[src/rtl/wb_dram_arbiter.sv]
// Round-robin arbiter that funnels N classic Wishbone masters onto one
// LiteDRAM user Wishbone port. Byte addresses become DRAM word addresses,
// out-of-range requests are answered with err_o without touching DRAM, and
// a stalled DRAM access is ended with err_o once the timeout expires.
module wb_dram_arbiter #(
    parameter int NUM_PORTS      = 2,
    parameter int WORD_SIZE      = 256,
    parameter int ADDR_WIDTH     = 25,
    parameter int TIMEOUT_CYCLES = 1024
) (
    input  logic                            sys_clk,
    input  logic                            rst_n,
    input  logic                            initialized_i,
    input  logic [NUM_PORTS-1:0]            cyc_i,
    input  logic [NUM_PORTS-1:0]            stb_i,
    input  logic [NUM_PORTS-1:0]            we_i,
    input  logic [NUM_PORTS*32-1:0]         addr_i,
    input  logic [NUM_PORTS*WORD_SIZE-1:0]  data_i,
    input  logic [NUM_PORTS*WORD_SIZE/8-1:0] sel_i,
    output logic [WORD_SIZE-1:0]            data_o,
    output logic [NUM_PORTS-1:0]            ack_o,
    output logic [NUM_PORTS-1:0]            err_o,
    output logic                            dram_cyc_o,
    output logic                            dram_stb_o,
    output logic                            dram_we_o,
    output logic [ADDR_WIDTH-1:0]           dram_adr_o,
    output logic [WORD_SIZE-1:0]            dram_dat_w_o,
    output logic [WORD_SIZE/8-1:0]          dram_sel_o,
    input  logic [WORD_SIZE-1:0]            dram_dat_r_i,
    input  logic                            dram_ack_i,
    input  logic                            dram_err_i
);
    localparam int SEL_W = WORD_SIZE / 8;
    localparam int LSB   = $clog2(SEL_W);
    localparam int TOP   = LSB + ADDR_WIDTH;
    localparam int PW    = (NUM_PORTS > 1) ? $clog2(NUM_PORTS) : 1;
    localparam int CW    = (TIMEOUT_CYCLES > 1) ? $clog2(TIMEOUT_CYCLES) : 1;
    localparam logic [CW-1:0] TMO_LAST = (TIMEOUT_CYCLES > 0) ? CW'(TIMEOUT_CYCLES - 1) : '0;
    localparam logic [PW-1:0] RR_RESET = PW'(NUM_PORTS - 1);

    typedef enum logic [1:0] {IDLE, ISSUE, RESP, COOL} state_t;

    state_t                  state_q, state_d;
    logic [PW-1:0]           rr_q, rr_d;
    logic [PW-1:0]           gnt_q, gnt_d;
    logic [ADDR_WIDTH-1:0]   adr_q, adr_d;
    logic [WORD_SIZE-1:0]    dat_q, dat_d;
    logic [SEL_W-1:0]        sel_q, sel_d;
    logic                    dcyc_q, dcyc_d;
    logic                    dwe_q, dwe_d;
    logic [CW-1:0]           cnt_q, cnt_d;
    logic                    abort_q, abort_d;
    logic [NUM_PORTS-1:0]    ack_q, ack_d;
    logic [NUM_PORTS-1:0]    err_q, err_d;
    logic [WORD_SIZE-1:0]    rdata_q, rdata_d;

    logic [NUM_PORTS-1:0]    req;
    logic                    gnt_found;
    logic [PW-1:0]           gnt_idx;
    logic [31:0]             addr_sel;
    logic                    oor_sel;
    logic                    tmo_hit;
    logic                    abort_now;
    logic                    dram_done;

    // A port is requesting when both its cycle and strobe are high
    for (genvar gi = 0; gi < NUM_PORTS; gi++) begin : g_req
        assign req[gi] = cyc_i[gi] & stb_i[gi];
    end

    // Round-robin search: first requester after the last granted port, wrapping
    always_comb begin
        gnt_found = 1'b0;
        gnt_idx   = rr_q;
        for (int i = 1; i <= NUM_PORTS; i++) begin
            if (!gnt_found && req[(int'(rr_q) + i) % NUM_PORTS]) begin
                gnt_found = 1'b1;
                gnt_idx   = PW'((int'(rr_q) + i) % NUM_PORTS);
            end
        end
    end

    // Any byte-address bit above the DRAM word range makes the request illegal
    assign addr_sel = addr_i[int'(gnt_idx)*32 +: 32];
    assign oor_sel  = |(addr_sel >> TOP);
    assign tmo_hit  = (TIMEOUT_CYCLES != 0) && (cnt_q == TMO_LAST);

    // Next-state and registered-output logic for the arbitration FSM
    always_comb begin
        state_d   = state_q;
        rr_d      = rr_q;
        gnt_d     = gnt_q;
        adr_d     = adr_q;
        dat_d     = dat_q;
        sel_d     = sel_q;
        dcyc_d    = dcyc_q;
        dwe_d     = dwe_q;
        cnt_d     = cnt_q;
        abort_d   = abort_q;
        ack_d     = '0;
        err_d     = '0;
        rdata_d   = rdata_q;
        abort_now = abort_q | ~cyc_i[gnt_q];
        dram_done = dram_ack_i | dram_err_i | tmo_hit;
        case (state_q)
            IDLE: begin
                if (initialized_i && (|req)) begin
                    rr_d    = gnt_idx;
                    gnt_d   = gnt_idx;
                    adr_d   = ADDR_WIDTH'(addr_sel >> LSB);
                    dat_d   = data_i[int'(gnt_idx)*WORD_SIZE +: WORD_SIZE];
                    sel_d   = sel_i[int'(gnt_idx)*SEL_W +: SEL_W];
                    abort_d = 1'b0;
                    cnt_d   = '0;
                    if (oor_sel) begin
                        err_d[gnt_idx] = 1'b1;
                        state_d        = RESP;
                    end else begin
                        dcyc_d  = 1'b1;
                        dwe_d   = we_i[gnt_idx];
                        state_d = ISSUE;
                    end
                end
            end
            ISSUE: begin
                cnt_d   = cnt_q + 1'b1;
                abort_d = abort_now;
                if (dram_done) begin
                    state_d = RESP;
                    dcyc_d  = 1'b0;
                    dwe_d   = 1'b0;
                    cnt_d   = '0;
                    if (dram_ack_i && !dram_err_i) begin
                        rdata_d = dram_dat_r_i;
                    end
                    // A master that walked away gets no response at all
                    if (!abort_now) begin
                        if (dram_err_i || !dram_ack_i) begin
                            err_d[gnt_q] = 1'b1;
                        end else begin
                            ack_d[gnt_q] = 1'b1;
                        end
                    end
                end
            end
            RESP:    state_d = COOL;
            default: state_d = IDLE;
        endcase
    end

    // State and output registers
    always_ff @(posedge sys_clk or negedge rst_n) begin
        if (!rst_n) begin
            state_q <= IDLE;
            rr_q    <= RR_RESET;
            gnt_q   <= '0;
            adr_q   <= '0;
            dat_q   <= '0;
            sel_q   <= '0;
            dcyc_q  <= 1'b0;
            dwe_q   <= 1'b0;
            cnt_q   <= '0;
            abort_q <= 1'b0;
            ack_q   <= '0;
            err_q   <= '0;
            rdata_q <= '0;
        end else begin
            state_q <= state_d;
            rr_q    <= rr_d;
            gnt_q   <= gnt_d;
            adr_q   <= adr_d;
            dat_q   <= dat_d;
            sel_q   <= sel_d;
            dcyc_q  <= dcyc_d;
            dwe_q   <= dwe_d;
            cnt_q   <= cnt_d;
            abort_q <= abort_d;
            ack_q   <= ack_d;
            err_q   <= err_d;
            rdata_q <= rdata_d;
        end
    end

    assign data_o       = rdata_q;
    assign ack_o        = ack_q;
    assign err_o        = err_q;
    assign dram_cyc_o   = dcyc_q;
    assign dram_stb_o   = dcyc_q;
    assign dram_we_o    = dwe_q;
    assign dram_adr_o   = adr_q;
    assign dram_dat_w_o = dat_q;
    assign dram_sel_o   = sel_q;

endmodule
[config.mk]
export PLATFORM = sky130hd
export DESIGN_NAME = wb_dram_arbiter
export DESIGN_NICKNAME = d
export VERILOG_FILES = /design/src/rtl/wb_dram_arbiter.sv
export SDC_FILE = /design/constraint.sdc
export NUM_CORES = 1
export LEC_CHECK = 0
export ABC_AREA = 1
export ABC_CLOCK_PERIOD_IN_PS = 5100
export CAP_MARGIN = 20
export CORE_AREA = 2 2 580 582
export CTS_CLUSTER_SIZE = 20
export DETAILED_ROUTE_END_ITERATION = 16
export DIE_AREA = 0 0 582 584
export HOLD_SLACK_MARGIN = 0.02
export SYNTH_ARGS = -nofsm -noshare
export SYNTH_HDL_FRONTEND = slang
export SYNTH_SLANG_ARGS = --single-unit
[constraint.sdc]
create_clock -name sys_clk -period 5.1 [get_ports sys_clk]
set_clock_uncertainty 0.15 [all_clocks]
set_input_delay 1.275 -clock sys_clk [delete_from_list [all_inputs] [get_ports sys_clk]]
set_output_delay 1.275 -clock sys_clk [all_outputs]
set_load 0.05 [all_outputs]
==> results_dict.tcl <==
set metrics [dict create \
    antenna_found_initial 217 \
    place_hpwl_um 227000 \
    power_w 0.03429 \
    grt_pass1_vias 24050 \
    crit_type "register to output port" \
    hold_violations 0 \
    initial_core_util_pct 7.225 \
    hold_buffers 0 \
    dp_cells 8079 \
    grt_util_all_layers_pct 14.54 \
    synth_fa_ha_area_share_pct 0.2081 \
    finalSetupViolCount 0 \
    grt_pass1_wl_um 307200 \
    synthTopCellsByCount "899 x nand2_1, 589 x dfrtp_1, 233 x nand3_1, 195 x mux2_2, 99 x a22oi_1" \
    crit_chain "clkdlybuf4s50_1" \
    fin_crit_sh_pct 76.36 \
    outcome "finished clean" \
    synth_top_family_by_area "simple AND/OR/NAND/NOR gates" \
    dieWidth_um 582 \
    dpl_cell_area_sq_mm 0.04427 \
    viasPerCell 2.908 \
    fin_area_sq_mm 0.04729 \
    fin_crit_ps 3895 \
    vias 24140 \
    yosysWarnings 0 \
    fmax_mhz 256.8 \
    synth_area_sq_mm 0.02405 \
    p_per_area_mw_per_mm2 725.0 \
    cts.clk_slew.worst_paths_ps 60 \
    ys_top_cells_by_area "dfrtp_1 61%, nand2_1 14%, mux2_2 9.1%, nand3_1 4.8%, a22oi_1 3.1%" \
    cts_tree "yes" \
    cts_resized 0 \
    first_pass_iters 4 \
    critPathCaptureType "output port" \
    io_buffers 1472 \
    clock_latency_ps 750 \
    ioPinCount 1483 \
    ys_seq_elements 590 \
    yosys.area_share.simple_pct 19.61 \
    min_path_type "input pin to async pin" \
    critPathMaxStageDelay_ps 1240 \
    drc 0 \
    cts_setup_buffers 0 \
    ir_worst_vdd_v 0.0003898 \
    synth_xor_area_share_pct 0.03642 \
    h-tree-depth 3 \
    grt_start_max_net_pins 141 \
    synth_most_common_cell "nand2_1" \
    grt.overflow.total 0 \
    cp_slowest_cell "clkdlybuf4s50_1" \
    max_slew_margin_pct 21.26 \
    synth_compound_area_share_pct 3.439 \
    final_cell_count_no_fill 8301 \
    core_area_sq_mm 0.3329 \
    start_kind "register" \
    fin_nets 4692 \
    synth_top_area_share_pct 61.28 \
    synthFlopType "dfrtp_1" \
    synth_cell_types 29 \
    syn_avg_cell_area_sq_um 10.53 \
    worst_pin_slew_ps 1177 \
    synthCells 2284 \
    syn_nets 3195 \
    cp_max_fo 2 \
    maxCapViolCount 0 \
    die_area_sq_mm 0.3399 \
    rsz0062_at_grt "no" \
    crit_family "buffers and inverters" \
    yosysSeqAreaShare_pct 61.39 \
    p_leak_nw 18.80 \
    globalplace.congestion 0.9664 \
    cp.required_ps 3670 \
    async_flop_share_pct 100.0 \
    rows 212 \
    crit_buf_inv 1 \
    area_growth_pct 96.63 \
    wl_um 255900 \
    first_iter_violations 1330 \
    synthMuxAreaShare_pct 11.99 \
    cts_max_path_buffers 4 \
    wire_per_inst_um 30.83 \
    cts_buffers 86 \
    yosysTopAreaCell "dfrtp_1" \
    fin_setup_tns_ps 0 \
    cts.sinks 590 \
    drv_slew 0 \
    root_buffer "clkbuf_16" \
    cp.arrival_ps 2470 \
    drtAntennaViolNets 0 \
    fin_util_pct 14.21 \
    synth_edf_count 0 \
    layout-drive-gt1-share_pct 11.81 \
    die_h_um 584 \
]
## state kept, by name (all words and copies together) (netlist names)
| register | cells |
|---|---|
| gnt_q | 1 |
| data_o | 256 |
| err_o | 2 |
| cnt_q | 10 |
| rr_q | 1 |
| dram_dat_w_o | 256 |
| dram_sel_o | 32 |
| state_q | 2 |
| ack_o | 2 |
| dram_cyc_o | 1 |
| abort_q | 1 |
| dram_adr_o | 25 |
| dram_we_o | 1 |
## worst reg2reg max path: cells and delay by family (launching register included)
family / cells / cell delay [ps]
buffers and inverters: 3 / 980
flip-flops: 1 / 410
AND/OR/NAND/NOR: 5 / 390
AO/OA/AOI/OAI: 1 / 450
adder cells (fa/ha/maj): 1 / 280
## metrics by stage
step                      worst slack [ps]  hold WS, ps
after floorplan                       2553        292.6
after global placement                1097        317.9
after detailed placement              1074        323.7
after CTS                             1101        282.1
after global routing                  1094        331.1
final                                 1205        333.7
## final timing paths
path	end	slack, ps	cells after the start	startpoint
worst max-delay path	dram_dat_w_o[151]	1210	1	dram_dat_w_o[151]
worst min-delay path	dram_adr_o[15]	330	1	rst_n
worst max register to register	cnt_q[7]	2340	10	state_q[0]
min in group sys_clk	data_o[108]	330	1	data_o[108]
worst min register to register	data_o[108]	330	1	data_o[108]
max in group asynchronous	dram_adr_o[4]	3290	2	rst_n
## layer usage
metal	track usage [%]	up-vias	share of wire, %
met4	6.500	72	5.2
li1	-	10670	-
met2	22.73	1440	44
met3	11.35	527	18
met1	14.06	11430	33
met5	0	-	0.20
## power by group
| part | internal, W | switching (W) | total [W] | leakage (nW) |
|---|---|---|---|---|
| Sequential | 0.00686 | 0.00149 | 0.00835 | 7.31 |
| Clock | 0.00368 | 0.00252 | 0.00620 | 1.41 |
| Combinational | 0.00569 | 0.0140 | 0.0197 | 10.1 |
## area by class of cell
class / count / area [sq um]
clock buffers: 125 / 2569
inverters: 19 / 71.32
well taps: 4387 / 5489
flip-flops and latches: 590 / 14770
multi-input cells: 1541 / 8491
diodes: 71 / 177.7
clock inverters: 25 / 259.0
fillers: 37650 / 285600
repair buffers: 1543 / 15470
## cell families (layout without fill, tap and decap cells)
group / after synthesis / in the layout
fa+ha+maj: 4 / 4
xor+xnor: 1 / 1
other cells: 0 / 71
buf+inv: 153 / 1712
mux: 256 / 256
flops: 590 / 590
compound gates: 115 / 115
simple gates: 1165 / 1165
## layout by cell type (no fill, tap or decap), types with 12 or more instances in the layout
cell type,n
a22oi_1,99
mux2_1,61
clkbuf_16,86
clkbuf_1,12
clkbuf_8,27
buf_12,24
clkinv_2,14
clkdlybuf4s50_1,1430
dfrtp_1,589
nor2_1,19
buf_4,88
inv_1,17
diode_2,71
nand2_1,899
mux2_2,195
nand3_1,233
(Power assumes the default switching activity.)
